## config.mk

```make
export PLATFORM = sky130hd
export DESIGN_NAME = tc_filter
export DESIGN_NICKNAME = d
export VERILOG_FILES = /design/src/rtl/tc_pkg.sv /design/src/rtl/tc_avg_window.sv /design/src/rtl/tc_filter.sv
export SDC_FILE = /design/constraint.sdc
export NUM_CORES = 1
export LEC_CHECK = 0
export ABC_AREA = 1
export CORE_MARGIN = 8
export CORE_UTILIZATION = 62
export CTS_CLUSTER_SIZE = 16
export DETAILED_ROUTE_END_ITERATION = 10
export PLACE_DENSITY = 0.82
export RECOVER_POWER = 50
export SETUP_SLACK_MARGIN = 0.3
export SLEW_MARGIN = 20
export SYNTH_ARGS = -nofsm -noshare
export SYNTH_HDL_FRONTEND = slang
export SYNTH_HIERARCHICAL = 1
export SYNTH_SLANG_ARGS = --single-unit
```

## constraint.sdc

```tcl
create_clock -name clk_100 -period 3.6 [get_ports clk_100]
set_input_delay 0.9 -clock clk_100 [delete_from_list [all_inputs] [get_ports clk_100]]
set_output_delay 0.9 -clock clk_100 [all_outputs]
set_load 0.01 [all_outputs]
```

## src/rtl/tc_pkg.sv

```systemverilog
// ---------------------------------------------------------------------------
// tc_pkg
// Shared definitions for the time-constant filter slice.
//   tc_state_e        : controller states (IDLE, CAL, RUN)
//   TC_D_BITS         : default sample / output width
//   TC_OUTLIER_LIMIT  : number of consecutive outliers after which the
//                       last one is taken anyway (only used when
//                       TC_FILTER_OUTLIER_EN is defined)
// ---------------------------------------------------------------------------
package tc_pkg;

    typedef enum logic [1:0] {
        IDLE = 2'd0,
        CAL  = 2'd1,
        RUN  = 2'd2
    } tc_state_e;

    localparam int TC_D_BITS        = 12;
    localparam int TC_OUTLIER_LIMIT = 4;

endpackage : tc_pkg

```

## src/rtl/tc_avg_window.sv

```systemverilog
// ---------------------------------------------------------------------------
// tc_avg_window
// Circular buffer of 2^LOG2_WIN samples with a running sum.
// Every write replaces the oldest entry and updates the sum as
// sum + new - oldest, so the sum always equals the total of the buffer.
//
// Ports
//   clk_100   : clock
//   reset     : synchronous active-high reset (clears buffer, pointer, sum)
//   clear     : synchronous clear, same effect as reset
//   wr_en     : write wr_data into the slot at the write pointer
//   wr_data   : sample to write
//   sum       : registered running sum of the buffer
//   sum_next  : value sum takes after this cycle's write (used by the
//               controller to capture the baseline on the last CAL sample)
// ---------------------------------------------------------------------------
module tc_avg_window import tc_pkg::*; #(
    parameter int D_BITS   = TC_D_BITS,
    parameter int LOG2_WIN = 3
) (
    input  logic                         clk_100,
    input  logic                         reset,
    input  logic                         clear,
    input  logic                         wr_en,
    input  logic [D_BITS-1:0]            wr_data,
    output logic [D_BITS+LOG2_WIN-1:0]   sum,
    output logic [D_BITS+LOG2_WIN-1:0]   sum_next
);

    localparam int WIN    = 1 << LOG2_WIN;
    localparam int S_BITS = D_BITS + LOG2_WIN;

    logic [D_BITS-1:0]   win_reg [WIN];
    logic [LOG2_WIN-1:0] ptr_reg;
    logic [S_BITS-1:0]   sum_reg;
    logic [D_BITS-1:0]   oldest;

    // The slot about to be overwritten holds the oldest sample.
    assign oldest = win_reg[ptr_reg];

    // The oldest value is always part of sum_reg, so the result never
    // underflows; S_BITS is wide enough for WIN full-scale samples.
    assign sum_next = wr_en ? (sum_reg + S_BITS'(wr_data) - S_BITS'(oldest))
                            : sum_reg;

    assign sum = sum_reg;

    // The buffer must be cleared in a single cycle, so it lives in flops.
    always_ff @(posedge clk_100) begin
        if (reset || clear) begin
            for (int i = 0; i < WIN; i++) begin
                win_reg[i] <= '0;
            end
        end else if (wr_en) begin
            win_reg[ptr_reg] <= wr_data;
        end
    end

    // Pointer is exactly LOG2_WIN bits wide, so it wraps modulo 2^LOG2_WIN.
    always_ff @(posedge clk_100) begin
        if (reset || clear) begin
            ptr_reg <= '0;
            sum_reg <= '0;
        end else begin
            if (wr_en) begin
                ptr_reg <= ptr_reg + LOG2_WIN'(1);
            end
            sum_reg <= sum_next;
        end
    end

endmodule : tc_avg_window

```

## src/rtl/tc_filter.sv

```systemverilog
// ---------------------------------------------------------------------------
// tc_filter
// Baseline-relative moving-average filter for time-constant samples.
// After reset (or a recal request) the first 2^LOG2_WIN samples are
// averaged into a baseline. Afterwards every accepted sample updates a
// moving average and the block emits max(avg - baseline, 0) two cycles
// after the sample strobe. A timeout counter flags stale input.
//
// Optional feature macro: TC_FILTER_OUTLIER_EN
//   When defined, RUN-state samples deviating from the current average by
//   more than avg/4 are dropped, except that the TC_OUTLIER_LIMIT-th
//   consecutive outlier is accepted. Without it no outlier logic exists.
//
// Ports
//   clk_100    : sole clock
//   reset      : synchronous active-high reset
//   in_data    : sample from the measurement stage
//   in_valid   : single-cycle strobe qualifying in_data
//   recal      : single-cycle request to re-acquire the baseline
//   out_data   : baseline-relative averaged value (held between strobes)
//   out_valid  : single-cycle strobe qualifying out_data
//   calibrated : high while a valid baseline is held
//   stale      : high when no sample arrived within TIMEOUT cycles
// ---------------------------------------------------------------------------
module tc_filter import tc_pkg::*; #(
    parameter int D_BITS   = TC_D_BITS,
    parameter int LOG2_WIN = 3,
    parameter int TIMEOUT  = 100000
) (
    input  logic              clk_100,
    input  logic              reset,
    input  logic [D_BITS-1:0] in_data,
    input  logic              in_valid,
    input  logic              recal,
    output logic [D_BITS-1:0] out_data,
    output logic              out_valid,
    output logic              calibrated,
    output logic              stale
);

    localparam int S_BITS  = D_BITS + LOG2_WIN;
    localparam int WIN     = 1 << LOG2_WIN;
    localparam int TO_BITS = $clog2(TIMEOUT + 1);
    localparam logic [TO_BITS-1:0]  TO_MAX   = TO_BITS'(TIMEOUT);
    localparam logic [LOG2_WIN-1:0] CNT_LAST = LOG2_WIN'(WIN - 1);

    tc_state_e           state_reg;
    logic [LOG2_WIN-1:0] count_reg;
    logic [D_BITS-1:0]   baseline_reg;
    logic [D_BITS-1:0]   out_data_reg;
    logic                out_valid_reg;
    logic                calibrated_reg;
    logic                valid1_reg;
    logic [TO_BITS-1:0]  to_reg;
    logic [TO_BITS-1:0]  to_next;
    logic                stale_reg;

    logic [S_BITS-1:0]   sum;
    logic [S_BITS-1:0]   sum_next;
    logic [D_BITS-1:0]   avg;
    logic [D_BITS-1:0]   avg_next;
    logic [D_BITS-1:0]   rel_value;
    logic                win_clear;
    logic                win_wr;
    logic                sample_ok;
    logic                cal_last;

    // sum >> LOG2_WIN never exceeds full-scale D_BITS, so truncation is safe.
    assign avg      = D_BITS'(sum >> LOG2_WIN);
    assign avg_next = D_BITS'(sum_next >> LOG2_WIN);

    // Saturating subtraction: a negative deviation reads as zero.
    assign rel_value = (avg >= baseline_reg) ? (avg - baseline_reg) : '0;

    // Window is wiped on every entry into CAL: leaving IDLE or on recal.
    assign win_clear = (state_reg == IDLE) || recal;

    // recal beats a coincident sample; IDLE ignores samples.
    assign win_wr = in_valid && !recal &&
                    ((state_reg == CAL) || ((state_reg == RUN) && sample_ok));

    assign cal_last = (state_reg == CAL) && win_wr && (count_reg == CNT_LAST);

    tc_avg_window #(
        .D_BITS   (D_BITS),
        .LOG2_WIN (LOG2_WIN)
    ) u_window (
        .clk_100  (clk_100),
        .reset    (reset),
        .clear    (win_clear),
        .wr_en    (win_wr),
        .wr_data  (in_data),
        .sum      (sum),
        .sum_next (sum_next)
    );

    // -----------------------------------------------------------------------
    // Outlier rejection
    // -----------------------------------------------------------------------
`ifdef TC_FILTER_OUTLIER_EN
    localparam int DROP_BITS = (TC_OUTLIER_LIMIT > 2) ? $clog2(TC_OUTLIER_LIMIT) : 1;
    localparam logic [DROP_BITS-1:0] DROP_LAST = DROP_BITS'(TC_OUTLIER_LIMIT - 1);

    logic [DROP_BITS-1:0] drop_cnt_reg;
    logic [D_BITS-1:0]    deviation;
    logic                 is_outlier;

    // Deviation is judged against the average before this sample lands.
    always_comb begin
        deviation  = (in_data > avg) ? (in_data - avg) : (avg - in_data);
        is_outlier = deviation > (avg >> 2);
        sample_ok  = !is_outlier || (drop_cnt_reg == DROP_LAST);
    end

    // Counts consecutive dropped samples; any accepted sample restarts it.
    always_ff @(posedge clk_100) begin
        if (reset || recal || (state_reg != RUN)) begin
            drop_cnt_reg <= '0;
        end else if (in_valid) begin
            drop_cnt_reg <= sample_ok ? '0 : (drop_cnt_reg + DROP_BITS'(1));
        end
    end
`else
    assign sample_ok = 1'b1;
`endif

    // -----------------------------------------------------------------------
    // Controller FSM and output pipeline
    //   cycle T   : in_valid accepted, window/sum updated at the edge
    //   cycle T+1 : valid1_reg high, avg reflects the new sample
    //   cycle T+2 : out_valid / out_data registered
    // -----------------------------------------------------------------------
    always_ff @(posedge clk_100) begin
        if (reset) begin
            state_reg      <= IDLE;
            count_reg      <= '0;
            baseline_reg   <= '0;
            out_data_reg   <= '0;
            out_valid_reg  <= 1'b0;
            calibrated_reg <= 1'b0;
            valid1_reg     <= 1'b0;
        end else begin
            valid1_reg    <= 1'b0;
            out_valid_reg <= 1'b0;

            if (recal) begin
                // Dropping valid1_reg here discards any in-flight result.
                state_reg      <= CAL;
                count_reg      <= '0;
                calibrated_reg <= 1'b0;
            end else begin
                case (state_reg)
                    IDLE: begin
                        state_reg      <= CAL;
                        count_reg      <= '0;
                        calibrated_reg <= 1'b0;
                    end

                    CAL: begin
                        if (win_wr) begin
                            count_reg <= count_reg + LOG2_WIN'(1);
                        end
                        // Baseline taken from the sum including the last sample.
                        if (cal_last) begin
                            baseline_reg   <= avg_next;
                            calibrated_reg <= 1'b1;
                            state_reg      <= RUN;
                        end
                    end

                    RUN: begin
                        valid1_reg <= win_wr;
                        if (valid1_reg) begin
                            out_valid_reg <= 1'b1;
                            out_data_reg  <= rel_value;
                        end
                    end

                    default: begin
                        state_reg <= IDLE;
                    end
                endcase
            end
        end
    end

    // -----------------------------------------------------------------------
    // Input timeout: counts idle cycles, saturating at TIMEOUT.
    // stale_reg mirrors (to_reg == TIMEOUT) by registering the next value.
    // -----------------------------------------------------------------------
    always_comb begin
        to_next = to_reg;
        if (in_valid) begin
            to_next = '0;
        end else if (to_reg != TO_MAX) begin
            to_next = to_reg + TO_BITS'(1);
        end
    end

    always_ff @(posedge clk_100) begin
        if (reset) begin
            to_reg    <= '0;
            stale_reg <= 1'b0;
        end else begin
            to_reg    <= to_next;
            stale_reg <= (to_next == TO_MAX);
        end
    end

    assign out_data   = out_data_reg;
    assign out_valid  = out_valid_reg;
    assign calibrated = calibrated_reg;
    assign stale      = stale_reg;

endmodule : tc_filter
```

==> results.tsv, run 1 <==
metric	value	unit
crit start category	primary input	
reg2reg path depth	21	
achievable frequency	306	MHz
slew margin rel.	-0.0546	
CTS tree	yes	
Antenna Cells	0	
P_leak	4.79	nW
DR iter-0 viols	766	
First-pass DRT Iterations	6	
Port Buffers	30	
CTS Buffer Depth	2	
Hold Path Class	register to register	
initial core utilization	0.624	
unrepaired setup endpoints after global routing	yes	
Routed WL per cell	15.6	um
post-route ant nets	0	
max reg flops	96	
# placed instances	1392	
vias	7982	
layout cells sized above 1	0.107	
Critical Path RT	3.67	ns
Core Box Area	0.0150	sq mm
crit path DAT	3.33	ns
crit share post-route	0.907	
Rows	45	
Flop pwr share	0.485	
cells after synthesis	1173	
CP peak stage delay	0.60	ns
Slew Viols, Final	35	
die area	0.0193	sq mm
CP cell instances	dlygate4sd3_1 -> or2_2 -> nor2_1 -> clkbuf_1 -> nand3_1 -> nand2_1	
worst vdd ir	0.000307	V
fillers	1107	
Die W	139	um
all-layer global routing usage	0.231	
Setup Skew	0.00701	ns
Pwr per Cell Area	403	mW/mm^2
DRT Wirelength	22300	um
Power Internal	0.00318	W
RD Place Congestion	0.922	
worst-margin pin slew	1.58	ns
GRT overflow	0	
Mapped Area	0.00935	sq mm
Sw Ratio	0.255	
DRC Markers	0	
Via density	5.59	
Clk pwr share	0.393	
synthesized net count	1237	
CP Capture Type	register	
hold_buf cts	0	
max_cap viols	1	
Mean Syn Cell Area	7.97	sq um
first-pass GRT wire length	35800	um
status	finished, violations left	
worst setup path class	primary input to register	
DP HPWL	15600	um
combinational power share	0.122	
setup violators final	0	
cts bufs inserted	17	
boundary pin count	31	
final cell count without fillers	1427	
CP max FO	15	
Area growth, synth to finish	13.5	%
Worst-path clk slew	0.06	ns
pin count of the biggest net entering global routing	35	
root buf cell	clkbuf_16	
Final Util	0.709	
die height	139	um
CTS Sinks	167	
failing checks	max-capacitance violations, max-slew violations	
latest clock arrival within the worst-skew pair	0.43	ns
Period minus WS final	3.27	ns
vias in the first global route	7476	
CTS H-tree lvls	4	
Hold Vio Cnt, Final	0	
final net count	1292	
Psw	0.00109	W
CP max-delay cell	dlygate4sd3_1	
synthesis warning total	6	
Hold Path Depth	2	
initial antenna violation count	0	
==> cell usage in the layout (no fill, tap or decap), types with 5 or more instances in the layout <==
cell / count
nand3_1: 61
o21ai_1: 18
nor2_2: 14
clkbuf_16: 17
clkdlybuf4s50_1: 13
nor3_1: 9
nand2_1: 184
clkinvlp_4: 5
xor2_1: 8
o22ai_1: 11
dlygate4sd3_1: 17
clkbuf_1: 13
a21oi_1: 53
nor2_1: 248
inv_1: 153
nand2_2: 13
o21ai_0: 60
a31oi_1: 7
a31oi_2: 6
nand4_1: 21
buf_4: 30
edfxtp_1: 96
dfxtp_1: 69
clkinv_1: 12
ha_1: 30
inv_2: 6
fa_1: 12
==> power by group through the flow <==
stage          clock network, W  registers (W)  logic, W
2_1_floorplan                 0        0.00211  0.000347
3_3_place_gp                  0        0.00211  0.000473
3_5_place_dp                  0        0.00211  0.000485
4_1_cts                 0.00169        0.00207  0.000491
5_1_grt                 0.00176        0.00207  0.000587
6_report                0.00168        0.00207  0.000522
==> metal layers <==
layer  global-route usage  vias up  wire length [um]
met5                    0        -                 0
met4               0.0976        0               478
met3               0.0392       39              1400
met2                0.375      328             10600
met1                0.299     3708              9800
li1                     -     3907                 -
==> final timing paths <==
| check | startpoint | end | slack, ns |
|---|---|---|---|
| worst max register to register | register | baseline_reg[7] | 0.39 |
| worst min register to register | out_data[10] | out_data[10] | 0.46 |
| worst max-delay path | recal | u_window/win_reg[7][9] | 0.33 |
| worst min-delay path | out_data[10] | out_data[10] | 0.46 |
==> through the flow <==
stage / worst slack (ns) / TNS (ns) / instance area, sq um / total power [W] / hold slack, ns
CTS: 0.290 / 0 / 10600 / 0.00425 / 0.463
finish: 0.334 / 0 / 10600 / 0.00427 / 0.458
floorplan: 0.565 / 0 / 9350 / 0.00245 / 0.428
global route: 0.192 / 0 / 10600 / 0.00442 / 0.474
detailed placement: -0.0535 / -0.152 / 10000 / 0.00260 / 0.454
global placement: -0.0219 / -0.0219 / 10000 / 0.00258 / 0.445
==> area by class of cell <==
type / count / area, sq um / area share
Sequential cell: 167 / 4310 / 0.406
Multi-Input combinational cell: 792 / 4210 / 0.396
Timing Repair Buffer: 77 / 662 / 0.0624
Inverter: 173 / 662 / 0.0624
Clock buffer: 18 / 429 / 0.0404
Tap cell: 188 / 235 / 0.0222
Clock inverter: 12 / 108 / 0.0101
==> worst max-delay path, delay by kind of cell <==
| kind | cells | cell delay (ns) |
|---|---|---|
| AND/OR/NAND/NOR | 4 | 1.29 |
| buffers and inverters | 2 | 1.12 |
==> repair_timing <==
action | in CTS | in global routing
pin swaps | 0 | 8
gates resized for setup | 6 | 43
setup buffers | 0 | 5
setup endpoints to repair | 10 | 15
(Power assumes the default switching activity.)
==> run 2: changes to the inputs <==
- CTS_CLUSTER_DIAMETER: default -> 40
==> results of run 2 <==
Same layout as run 1: the final DEF is identical, and so are final timing and power.
==> run 3: changes to the inputs <==
- PLACE_DENSITY: 0.82 -> 0.83
- SYNTH_HIERARCHICAL: 1 -> default
- TNS_END_PERCENT: default -> 50
==> results.tsv, run 3 <==
metric	value	unit	change
status	finished, violations left		unchanged
failing checks	max-capacitance violations, max-slew violations		unchanged
final net count	1260		was 1292
DP HPWL	15700	um	was 15600 um
CTS tree	yes		unchanged
CP peak stage delay	0.79	ns	was 0.60 ns
Die W	137	um	was 139 um
Synth cell types	39		
Critical Path Start	in_valid		was recal
vias in the first global route	7615		was 7476
setup violators final	0		unchanged
First-pass DRT Iterations	7		was 6
achievable frequency	304	MHz	was 306 MHz
Sw Ratio	0.265		was 0.255
Design Area, Final	0.0105	sq mm	was 0.0106 sq mm
Hold Path Class	register to register		unchanged
predominant post-synthesis flop cell	edfxtp_1		
layout cells sized above 1	0.0844		was 0.107
register area share after synthesis	0.473		
worst setup path class	primary input to register		unchanged
worst-margin pin slew	1.78	ns	was 1.58 ns
vias	7978		was 7982
root buf cell	clkbuf_16		unchanged
Core Box Area	0.0144	sq mm	was 0.0150 sq mm
top cells by count, synth	nor2_1 (254), nand2_1 (172), inv_1 (138)		
CP max-delay cell	clkbuf_1		was dlygate4sd3_1
Post-DP Area	0.00985	sq mm	was 0.0100 sq mm
Critical Path RT	3.95	ns	was 3.67 ns
Rows	44		was 45
initial antenna violation count	0		unchanged
DRC Markers	0		unchanged
max_cap viols	1		unchanged
unrepaired setup endpoints after global routing	no		was yes
Clk pwr share	0.423		was 0.393
synthesis warning total	0		was 6
first-pass GRT wire length	35600	um	was 35800 um
Pwr per Cell Area	416	mW/mm^2	was 403 mW/mm^2
hold_sp	count_reg[0]		was out_data[10]
worst vdd ir	0.000451	V	was 0.000307 V
CP max FO	21		was 15
Psw	0.00116	W	was 0.00109 W
RD Place Congestion	0.911		was 0.922
hold_buf cts	0		unchanged
Area growth, synth to finish	15.8	%	was 13.5%
CTS Sinks	167		unchanged
count leader, synth	nor2_1		
GRT overflow	0		unchanged
CP cell instances	clkdlybuf4s50_1 -> inv_1 -> nor2_2 -> nand2_1 -> clkbuf_1 -> inv_2 -> nand2_1 -> o21ai_0 -> a21oi_1		was dlygate4sd3_1 -> or2_2 -> nor2_1 -> clkbuf_1 -> nand3_1 -> nand2_1
post-route ant nets	0		unchanged
DR iter-0 viols	737		was 766
Most common cell on crit path	nand2_1		
CTS H-tree lvls	4		unchanged
Mapped Area	0.00909	sq mm	was 0.00935 sq mm
die height	137	um	was 139 um
Routed WL per cell	16.1	um	was 15.6 um
P_leak	4.60	nW	was 4.79 nW
Power Internal	0.00322	W	was 0.00318 W
Area contributors post-synth	edfxtp_1 (32%), dfxtp_1 (16%), nor2_1 (10%)		
Port Buffers	30		unchanged
latest clock arrival within the worst-skew pair	0.45	ns	was 0.43 ns
post-synth top area cell	edfxtp_1		
pin count of the biggest net entering global routing	38		was 35
boundary pin count	31		unchanged
Final Hold Slack	0.462	ns	was 0.458 ns
Period minus WS final	3.29	ns	was 3.27 ns
Synth async-reset ratio	0		
die area	0.0188	sq mm	was 0.0193 sq mm
Flop pwr share	0.472		was 0.485
Worst-path clk slew	0.07	ns	was 0.06 ns
cts bufs inserted	17		unchanged
Setup Skew	0.0122	ns	was 0.00701 ns
combinational power share	0.105		was 0.122
crit start category	primary input		unchanged
CTS Buffer Depth	2		unchanged
Hold Vio Cnt, Final	0		unchanged
Seq cells post-synth	167		
most frequent cells in the layout	nor2_1 (256), nand2_1 (169), inv_1 (137), edfxtp_1 (96), dfxtp_1 (69)		was nor2_1 (248), nand2_1 (184), inv_1 (153), edfxtp_1 (96), dfxtp_1 (69)
crit path DAT	3.64	ns	was 3.33 ns
EDFF count, synth	96		
initial core utilization	0.630		was 0.624
all-layer global routing usage	0.243		was 0.231
Via density	5.73		was 5.59
cells after synthesis	1134		was 1173
post-synth top area share	0.317		
slew margin rel.	-0.184		was -0.0546
crit share post-route	0.913		was 0.907
Slew Viols, Final	38		was 35
max reg flops	96		unchanged
Final Util	0.730		was 0.709
Antenna Cells	0		unchanged
total power	0.00438	W	was 0.00427 W
Mean Syn Cell Area	8.02	sq um	was 7.97 sq um
synthesized net count	1198		was 1237
commonest non-fill, non-tap cell in the layout	nor2_1		unchanged
DRT Wirelength	22500	um	was 22300 um
CP Capture Type	register		unchanged
[run 3: path summary, 6_finish.rpt]
| path | to | depth (start not counted) | slack [ns] |
|---|---|---|---|
| max | u_window.ptr_reg[2] | 9 | 0.31 |
| min | count_reg[0] | 1 | 0.46 |
| max reg2reg | baseline_reg[11] | 19 | 0.40 |
| min reg2reg | count_reg[0] | 1 | 0.46 |
[run 3: cell type report]
type,instances,area [sq um]
Timing Repair Buffer,81,734
Timing Repair inverter,1,7.51
Multi-Input combinational cell,775,4060
Fill cell,1069,3890
Clock buffer,17,425
Inverter,153,581
Sequential cell,167,4310
Clock inverter,15,181
Tap cell,184,230
[run 3: what timing repair did]
item                       in CTS  in global routing
resized for setup               4                 32
buffers inserted                0                  2
cloned                          0                  2
pin swaps                       1                  3
setup endpoints to repair      11                 23
[run 3: power groups by stage]
stage | clock network, W | registers [W] | logic [W]
6_report | 0.00185 | 0.00207 | 0.000459
5_1_grt | 0.00194 | 0.00207 | 0.000507
4_1_cts | 0.00186 | 0.00207 | 0.000441
3_5_place_dp | 0 | 0.00211 | 0.000435
3_3_place_gp | 0 | 0.00211 | 0.000423
2_1_floorplan | 0 | 0.00210 | 0.000294
[run 3: logic make-up (layout without fill, tap and decap cells)]
group,after synthesis,count (layout),synth area share
adders and majority gates,48,48,0.0768
AOI/OAI and AO/OA,174,174,0.103
DFF,167,167,0.473
xor gates and xnor gates,15,15,0.0144
and+or+nand+nor,538,538,0.250
buffers and inverters,192,267,0.0824
[run 3: critical path: cells and delay by family]
kind | cells | cell delay [ns]
buffers and inverters | 4 | 1.86
and+or+nand+nor | 3 | 0.55
AOI/OAI and AO/OA | 2 | 0.32
[run 3: stage by stage]
stage / cells / setup TNS (ns) / setup slack (ns)
after floorplan: 1134 / 0 / 0.541
after global placement: 1357 / 0 / 0.0378
after detailed placement: 1357 / -0.0284 / -0.0284
after CTS: 1389 / 0 / 0.312
after global routing: 1393 / 0 / 0.154
final: 1393 / 0 / 0.312
[run 3: metal layers]
metal / vias to the layer above / share of wire / GRT usage
li1: 3825 / - / -
met5: - / 0 / 0
met1: 3684 / 0.41 / 0.302
met3: 69 / 0.081 / 0.0562
met4: 0 / 0.032 / 0.110
met2: 400 / 0.48 / 0.397
